$ cat src/rtl/clock_pkg.sv
// Shared BCD clock types and moduli for the time-of-day counter and the
// downstream 7-segment decoders.
package clock_pkg;

   typedef logic [3:0] bcd_t;

   localparam int SEC_MOD  = 60;
   localparam int MIN_MOD  = 60;
   localparam int HOUR_MOD = 24;

   localparam bcd_t BCD_ZERO = 4'd0;
   localparam bcd_t BCD_NINE = 4'd9;

endpackage : clock_pkg

$ cat src/rtl/bcd2_counter.sv
// Two-digit BCD counter wrapping at MODULUS-1; wrap_o flags the increment
// that rolls the pair back to 00 so the caller can carry into the next field.
module bcd2_counter
   import clock_pkg::*;
#(
   parameter int MODULUS = 60
) (
   input  logic clk_i,
   input  logic rst_i,
   input  logic inc_i,
   input  logic clr_i,
   output bcd_t hi_o,
   output bcd_t lo_o,
   output logic wrap_o
);

   localparam bcd_t HI_MAX = bcd_t'((MODULUS - 1) / 10);
   localparam bcd_t LO_MAX = bcd_t'((MODULUS - 1) % 10);

   bcd_t hi_q, hi_d;
   bcd_t lo_q, lo_d;
   logic at_max_s;

   assign at_max_s = (hi_q == HI_MAX) && (lo_q == LO_MAX);
   assign wrap_o   = inc_i && at_max_s;

   // Next-state: clear dominates increment; units roll 9->0 into tens.
   always_comb begin
      hi_d = hi_q;
      lo_d = lo_q;
      if (clr_i) begin
         hi_d = BCD_ZERO;
         lo_d = BCD_ZERO;
      end else if (inc_i) begin
         if (at_max_s) begin
            hi_d = BCD_ZERO;
            lo_d = BCD_ZERO;
         end else if (lo_q == BCD_NINE) begin
            hi_d = hi_q + 4'd1;
            lo_d = BCD_ZERO;
         end else begin
            hi_d = hi_q;
            lo_d = lo_q + 4'd1;
         end
      end else begin
         hi_d = hi_q;
         lo_d = lo_q;
      end
   end

   // Digit registers with synchronous reset.
   always_ff @(posedge clk_i) begin
      if (rst_i) begin
         hi_q <= BCD_ZERO;
         lo_q <= BCD_ZERO;
      end else begin
         hi_q <= hi_d;
         lo_q <= lo_d;
      end
   end

   assign hi_o = hi_q;
   assign lo_o = lo_q;

endmodule : bcd2_counter

$ cat src/rtl/time_bcd_counter.sv
// 24-hour HH:MM:SS BCD time-of-day counter with 1 Hz prescaler, run/stop
// control and minute/hour set pulses that take priority over the tick.
module time_bcd_counter
   import clock_pkg::*;
#(
   parameter int TICK_DIV = 50_000_000
) (
   input  logic       clk_i,
   input  logic       rst_i,
   input  logic       run_i,
   input  logic       inc_min_i,
   input  logic       inc_hour_i,
   output logic [3:0] hour_hi_o,
   output logic [3:0] hour_lo_o,
   output logic [3:0] min_hi_o,
   output logic [3:0] min_lo_o,
   output logic [3:0] sec_hi_o,
   output logic [3:0] sec_lo_o,
   output logic       sec_tick_o,
   output logic       day_tick_o
);

   localparam int              DIV_W    = (TICK_DIV > 1) ? $clog2(TICK_DIV) : 1;
   localparam logic [DIV_W-1:0] DIV_LAST = DIV_W'(TICK_DIV - 1);

   logic [DIV_W-1:0] div_cnt_q, div_cnt_d;
   logic             sec_tick_q, sec_tick_d;
   logic             day_tick_q, day_tick_d;

   logic tick_s;
   logic adv_s;
   logic sec_inc_s, min_inc_s, hour_inc_s;
   logic sec_wrap_s, min_wrap_s, hour_wrap_s;

   assign tick_s = run_i && (div_cnt_q == DIV_LAST);
   // A set pulse in a tick cycle swallows that second's advance.
   assign adv_s  = tick_s && !inc_min_i && !inc_hour_i;

   assign sec_inc_s  = adv_s;
   assign min_inc_s  = inc_min_i  || (adv_s && sec_wrap_s);
   assign hour_inc_s = inc_hour_i || (adv_s && min_wrap_s);

   // Prescaler next-state and registered tick pulses.
   always_comb begin
      div_cnt_d  = div_cnt_q;
      sec_tick_d = adv_s;
      day_tick_d = adv_s && hour_wrap_s;
      if (inc_min_i) begin
         div_cnt_d = '0;
      end else if (tick_s) begin
         div_cnt_d = '0;
      end else if (run_i) begin
         div_cnt_d = div_cnt_q + {{(DIV_W-1){1'b0}}, 1'b1};
      end else begin
         div_cnt_d = div_cnt_q;
      end
   end

   // Prescaler and pulse registers with synchronous reset.
   always_ff @(posedge clk_i) begin
      if (rst_i) begin
         div_cnt_q  <= '0;
         sec_tick_q <= 1'b0;
         day_tick_q <= 1'b0;
      end else begin
         div_cnt_q  <= div_cnt_d;
         sec_tick_q <= sec_tick_d;
         day_tick_q <= day_tick_d;
      end
   end

   bcd2_counter #(.MODULUS(SEC_MOD)) u_sec (
      .clk_i  (clk_i),
      .rst_i  (rst_i),
      .inc_i  (sec_inc_s),
      .clr_i  (inc_min_i),
      .hi_o   (sec_hi_o),
      .lo_o   (sec_lo_o),
      .wrap_o (sec_wrap_s)
   );

   bcd2_counter #(.MODULUS(MIN_MOD)) u_min (
      .clk_i  (clk_i),
      .rst_i  (rst_i),
      .inc_i  (min_inc_s),
      .clr_i  (1'b0),
      .hi_o   (min_hi_o),
      .lo_o   (min_lo_o),
      .wrap_o (min_wrap_s)
   );

   bcd2_counter #(.MODULUS(HOUR_MOD)) u_hour (
      .clk_i  (clk_i),
      .rst_i  (rst_i),
      .inc_i  (hour_inc_s),
      .clr_i  (1'b0),
      .hi_o   (hour_hi_o),
      .lo_o   (hour_lo_o),
      .wrap_o (hour_wrap_s)
   );

   assign sec_tick_o = sec_tick_q;
   assign day_tick_o = day_tick_q;

endmodule : time_bcd_counter

$ cat config.mk
export PLATFORM = sky130hd
export DESIGN_NAME = time_bcd_counter
export DESIGN_NICKNAME = d
export VERILOG_FILES = /design/src/rtl/clock_pkg.sv /design/src/rtl/bcd2_counter.sv /design/src/rtl/time_bcd_counter.sv
export SDC_FILE = /design/constraint.sdc
export NUM_CORES = 1
export LEC_CHECK = 0
export ABC_AREA = 1
export CORE_MARGIN = 3
export CORE_UTILIZATION = 60
export CTS_CLUSTER_SIZE = 24
export DETAILED_ROUTE_END_ITERATION = 8
export DONT_BUFFER_PORTS = 1
export GPL_ROUTABILITY_DRIVEN = 0
export PLACE_DENSITY_LB_ADDON = 0.15
export SLEW_MARGIN = 5
export SYNTH_ARGS = -nofsm -noshare
export SYNTH_HDL_FRONTEND = slang
export SYNTH_SLANG_ARGS = --single-unit
$ cat constraint.sdc
create_clock -name clk_i -period 4.1 [get_ports clk_i]
set_clock_uncertainty 0.2 [all_clocks]
set_input_delay 0.82 -clock clk_i [delete_from_list [all_inputs] [get_ports clk_i]]
set_output_delay 0.82 -clock clk_i [all_outputs]
set_load 0.1 [all_outputs]
After elaboration in Yosys (flattened, before gate mapping)
Cells that the tools add are included.
W data, S select, Z words.
- divide/modulo/power cells: 0
- multiplexer cells: 12
- reduce and logical (&&, ||, !) cells: 24
- magnitude comparators: 0
- add/subtract/negate cells: 7
- shifts and indexed selects: 0
- bitwise operators: 0
- multipliers: 0
- equality and inequality tests: 8
- operators with widths (cell ; number):
    $mux W4 ; 12
    $add A26 B1 Y26 const B ; 1
    $eq A26 B26 Y1 const B ; 1
    $add A4 B1 Y4 const B ; 6
    $eq A4 B4 Y1 const B ; 3
    $logic_and A1 B1 Y1 ; 12
    $eq A4 B2 Y1 const B ; 2
    $eq A4 B3 Y1 const B ; 2
    $reduce_and A2 Y1 ; 3
    $reduce_bool A2 Y1 ; 3
    $reduce_or A3 Y1 ; 1
    $logic_not A1 Y1 ; 2
    $logic_or A1 B1 Y1 ; 2
    $reduce_or A2 Y1 ; 1
- bits in latches: 0
- memories kept: 0
- memory bits (writable): 0
- ROM bits: 0
- input port bits: 5
- bits in registers: 52
- word-level logic and storage cells: 60

Depth between registers and ports, before layout
- depth after elaboration: 12
- mapped depth: 13

Cells and area by module
A second synthesis with hierarchy kept.
- cells, all modules: 460
- area total of the unflattened synthesis: 3100.5 sq um
- modules (own cells, without submodules) (module ; area each (sq um) ; cells an instance ; seq. area each (sq um) ; instances):
    time_bcd_counter ; 1759.2 ; 272 ; 560.5 ; 1
    bcd2_counter (u_min ...) ; 432.9 ; 62 ; 160.2 ; 2
    bcd2_counter (u_hour) ; 475.5 ; 64 ; 160.2 ; 1

Least setup slack after synthesis
OpenSTA, ideal clock, no wires.
- path type: reg2reg
- start point: register u_sec.lo_q[0], in the netlist u_sec.lo_o[0]
- end point: register u_min.hi_q[2], in the netlist u_min.hi_o[2]
- period minus slack after synthesis: 2.534 ns
- setup time: 0.121 ns
- data required time: 3.779 ns
- stages on the path, launching flop included: 11
- arrival time: 2.213 ns
- path slack: 1.566 ns
- cell sequence: dfxtp_1 ha_1 nand3_1 nor2_1 nand4_4 nand2_4 nand2_2 inv_2 nand3_1 nand2_1 nor2_1
- word-level cells in the longest chain between the ends: 6
- RTL lines (element ; RTL line ; RTL):
    start, declared ; bcd2_counter.sv:21 ; bcd_t lo_q, lo_d;
    start signal, assigned ; bcd2_counter.sv:58 ; lo_q <= lo_d;
    $eq A4 B4 Y1 ; bcd2_counter.sv:24 ; assign at_max_s = (hi_q == HI_MAX) && (lo_q == LO_MAX);
    $logic_and A1 B1 Y1 ; bcd2_counter.sv:24 ;
    $logic_and A1 B1 Y1 ; bcd2_counter.sv:25 ; assign wrap_o = inc_i && at_max_s;
    $logic_and A1 B1 Y1 ; time_bcd_counter.sv:40 ; assign min_inc_s = inc_min_i || (adv_s && sec_wrap_s);
    $logic_or A1 B1 Y1 ; time_bcd_counter.sv:40 ;
    $reduce_and A2 Y1 (no source line) ; - ;
    end signal, assigned ; bcd2_counter.sv:57 ; hi_q <= hi_d;
    end, declared ; bcd2_counter.sv:20 ; bcd_t hi_q, hi_d;
No other way between the ends.
A chain may end at the register's enable or synchronous reset.

Worst setup path after layout
- start point: register u_hour.lo_q[3], in the netlist u_hour.lo_o[3]
- end point: output hour_lo_o[3]
- RTL lines (element ; RTL line ; RTL):
    start, declared ; bcd2_counter.sv:21 ;
    start signal, assigned ; bcd2_counter.sv:58 ;
    end, declared ; time_bcd_counter.sv:14 ; output logic [3:0] hour_lo_o,
No word-level cell between the ends.

==> metrics.md <==
| Metric | Value |
|---|---|
| Cell count after synthesis | `392` |
| Share of cells above drive strength 1 | `0.130` |
| IO Count | `31` |
| Critical path class | `reg -> out` |
| H-tree depth | `2` |
| Synth top area cells | `dfxtp_1 (37%), nand2_1 (10%), nor2_1 (7.9%)` |
| Final min period | `around 2400 ps` |
| Hold Vio Cnt, Final | `0` |
| Rel. slew slack | `0.268` |
| Antenna Cells | `0` |
| Routed met3 length | `between 300 and 400 um` |
| Status | `finished clean` |
| Vias per cell | `approximately 5.3` |
| Placed cell count | `approximately 460` |
| Detailed Route Iter0 Violations | `between 100 and 150` |
| Vias in the first global route | `approximately 2,300` |
| DIE AREA | `roughly 5500 sq um` |
| Ys Warns | `0` |
| Max Fclk | `about 420 MHz` |
| Port bufs | `0` |
| Top_reg_cell synth | `dfxtp_1` |
| Total gr overflow | `0` |
| Final nets | `approximately 430` |
| Met1 wire length | `2.64 mm` |
| Clock buffer depth | `2` |
| Critical Path End Type | `output pin` |
| Vias | `roughly 2,500` |
| Drt pass-1 iters | `4` |
| Post-DP HPWL | `4.41 mm` |
| Antenna Nets Post-Route | `0` |
| Crit path max fanout | `5` |
| Clock latency on the worst-skew pair | `roughly 310 ps` |
| Arr. time, crit path | `1370 ps` |
| Power per Cell Area | `slightly above 300 nW/um^2` |
| Count leader, synth | `nand2_1` |
| Post-synth top cells | `nand2_1 (75), nor2_1 (59), inv_1 (53), dfxtp_1 (52), a21oi_1 (21)` |
| Area grow syn2layout | `10.4%` |
| Std cell rows | `24` |
| Fin. max-slew vios | `0` |
| Syn_nets | `410` |
| DRC violations left | `0` |
| Sequential area share after synthesis | `0.371` |
| Initial Util | `0.631` |
| Total clock sinks | `52` |
| Finished Layout Cells | `between 400 and 500` |
| Final-report setup violation count | `0` |
| Post-synth EDFFs | `0` |
| TritonCTS clock tree | `yes` |
| Die height | `roughly 74 um` |
| Startpoint types | `flop` |
| Clk pin slew, worst setup/hold paths | `90 ps` |
| Routed wire length per instance | `~13 um` |
| CTS Buf Count | `5` |
| Setup Buffers After CTS | `0` |
| RSZ-0062 raised after global routing | `false` |
| Top cell type's share of synthesized area | `0.371` |
| Pin count of the biggest net entering global routing | `20` |
| Synth cell types | `31` |
| Fin Setup TNS | `0 ps` |
| Netlist Area Pre-Place | `between 2000 and 3000 sq um` |
| CTS hold repair buffers | `0` |
| Post-synth ARST share | `0` |
| # fillers | `387` |
| Post-cts resize count | `0` |
| HP Class | `reg -> reg` |
| PnR Total Power | `approximately 0.94 mW` |
| Final WL | `5.85 mm` |
| Finished Core Util | `0.697` |
| Worst EP required | `3080 ps` |
| Leading area contributor after synthesis | `dfxtp_1` |
| Leakage | `1.34 nW` |
| First-pass GRT wire length | `about 9.9 mm` |
| DR WL met2 | `between 2 and 3 mm` |
| Max-cap violations | `0` |
| Die Wd | `approximately 74 um` |
| Initial antenna violation count | `0` |
| Root Driver | `clkbuf_8` |
| Max IR drop VDD | `0.220 mV` |
| Core Region | `between 4000 and 5000 sq um` |
| Top Metal Used | `met4` |
| FF+latch count, synth | `52` |
| Tightest Pin Transition | `1100 ps` |
| Syn_area_per_cell | `7.16 sq um` |
| GRT Total Usage | `0.227` |
| Crit share post-route | `0.583` |
==> sequential cells by signal, indices dropped and copies added, names as in the netlist <==
| signal | flops |
|---|---|
| day_tick_o | 1 |
| div_cnt_q | 26 |
| sec_tick_o | 1 |
| u_hour.hi_o | 4 |
| u_hour.lo_o | 4 |
| u_min.hi_o | 4 |
| u_min.lo_o | 4 |
| u_sec.hi_o | 4 |
| u_sec.lo_o | 4 |
==> power breakdown <==
part / internal, mW / switching, mW
logic: 0.0154 / 0.0489
clock network: 0.181 / 0.171
registers: 0.509 / 0.00903
total: 0.706 / 0.229
==> cells in the final DEF, fill, tap and decap left out, drive strengths merged, types with 3 or more instances in the layout <==
master / Yosys / final
nand2: 85 / 85
nor3: 15 / 15
nor2: 69 / 69
buf: 1 / 17
a21oi: 21 / 21
ha: 13 / 13
xnor2: 3 / 3
dfxtp: 52 / 52
nand4: 12 / 12
inv: 60 / 60
o21ai: 14 / 14
a211oi: 3 / 3
nand3: 20 / 20
xor2: 12 / 12
nor4: 3 / 3
and3: 3 / 3
clkbuf: 1 / 6
==> cell type report <==
class                      instances  area [sq um]  share of cell area
multi-input combinational        278          1530               0.494
tap                               52          65.1              0.0210
clock buffer                       6          72.6              0.0234
timing repair buffer              17           128              0.0412
inverter                          60           225              0.0727
sequential                        52          1040               0.336
clock inverter                     2          35.0              0.0113
==> worst paths after layout <==
path | startpoint | end | slack (ps) | cells after the start
setup reg to reg | u_min.hi_o[2] | u_hour.hi_o[1] | 1730 | 10
setup / recovery | u_hour.lo_o[3] | hour_lo_o[3] | 1710 | 0
hold reg to reg | div_cnt_q[1] | div_cnt_q[1] | 290 | 2
hold / removal | div_cnt_q[1] | div_cnt_q[1] | 290 | 2
==> metal layers <==
metal,global-route usage,vias up
met3,0.0608,9
met2,0.364,64
met1,0.298,1112
met5,0,-
met4,0.0731,0
li1,-,1295
==> metrics by stage <==
stage	area, sq um	worst slack (ps)	hold WS, ps
2_1_floorplan	2810	1570	256
3_3_place_gp	2990	1600	281
3_5_place_dp	2990	1550	275
4_1_cts	3100	1700	288
5_1_grt	3100	1520	318
6_report	3100	1710	287
==> worst min-delay path: cells and delay by family (launching register included) <==
family           cells  cell delay [ps]
flip-flops           1              330
AND/OR/NAND/NOR      1               60
AO/OA/AOI/OAI        1               50
==> cell families after synthesis <==
logic type / Yosys count / share of synthesized area
AO/OA/AOI/OAI: 41 / 0.0785
XOR/XNOR: 15 / 0.0468
adder cells (fa/ha/maj): 13 / 0.0580
buffers and inverters: 62 / 0.0834
flip-flops: 52 / 0.371
AND/OR/NAND/NOR: 209 / 0.362
Power figures use the tool's default switching activity.
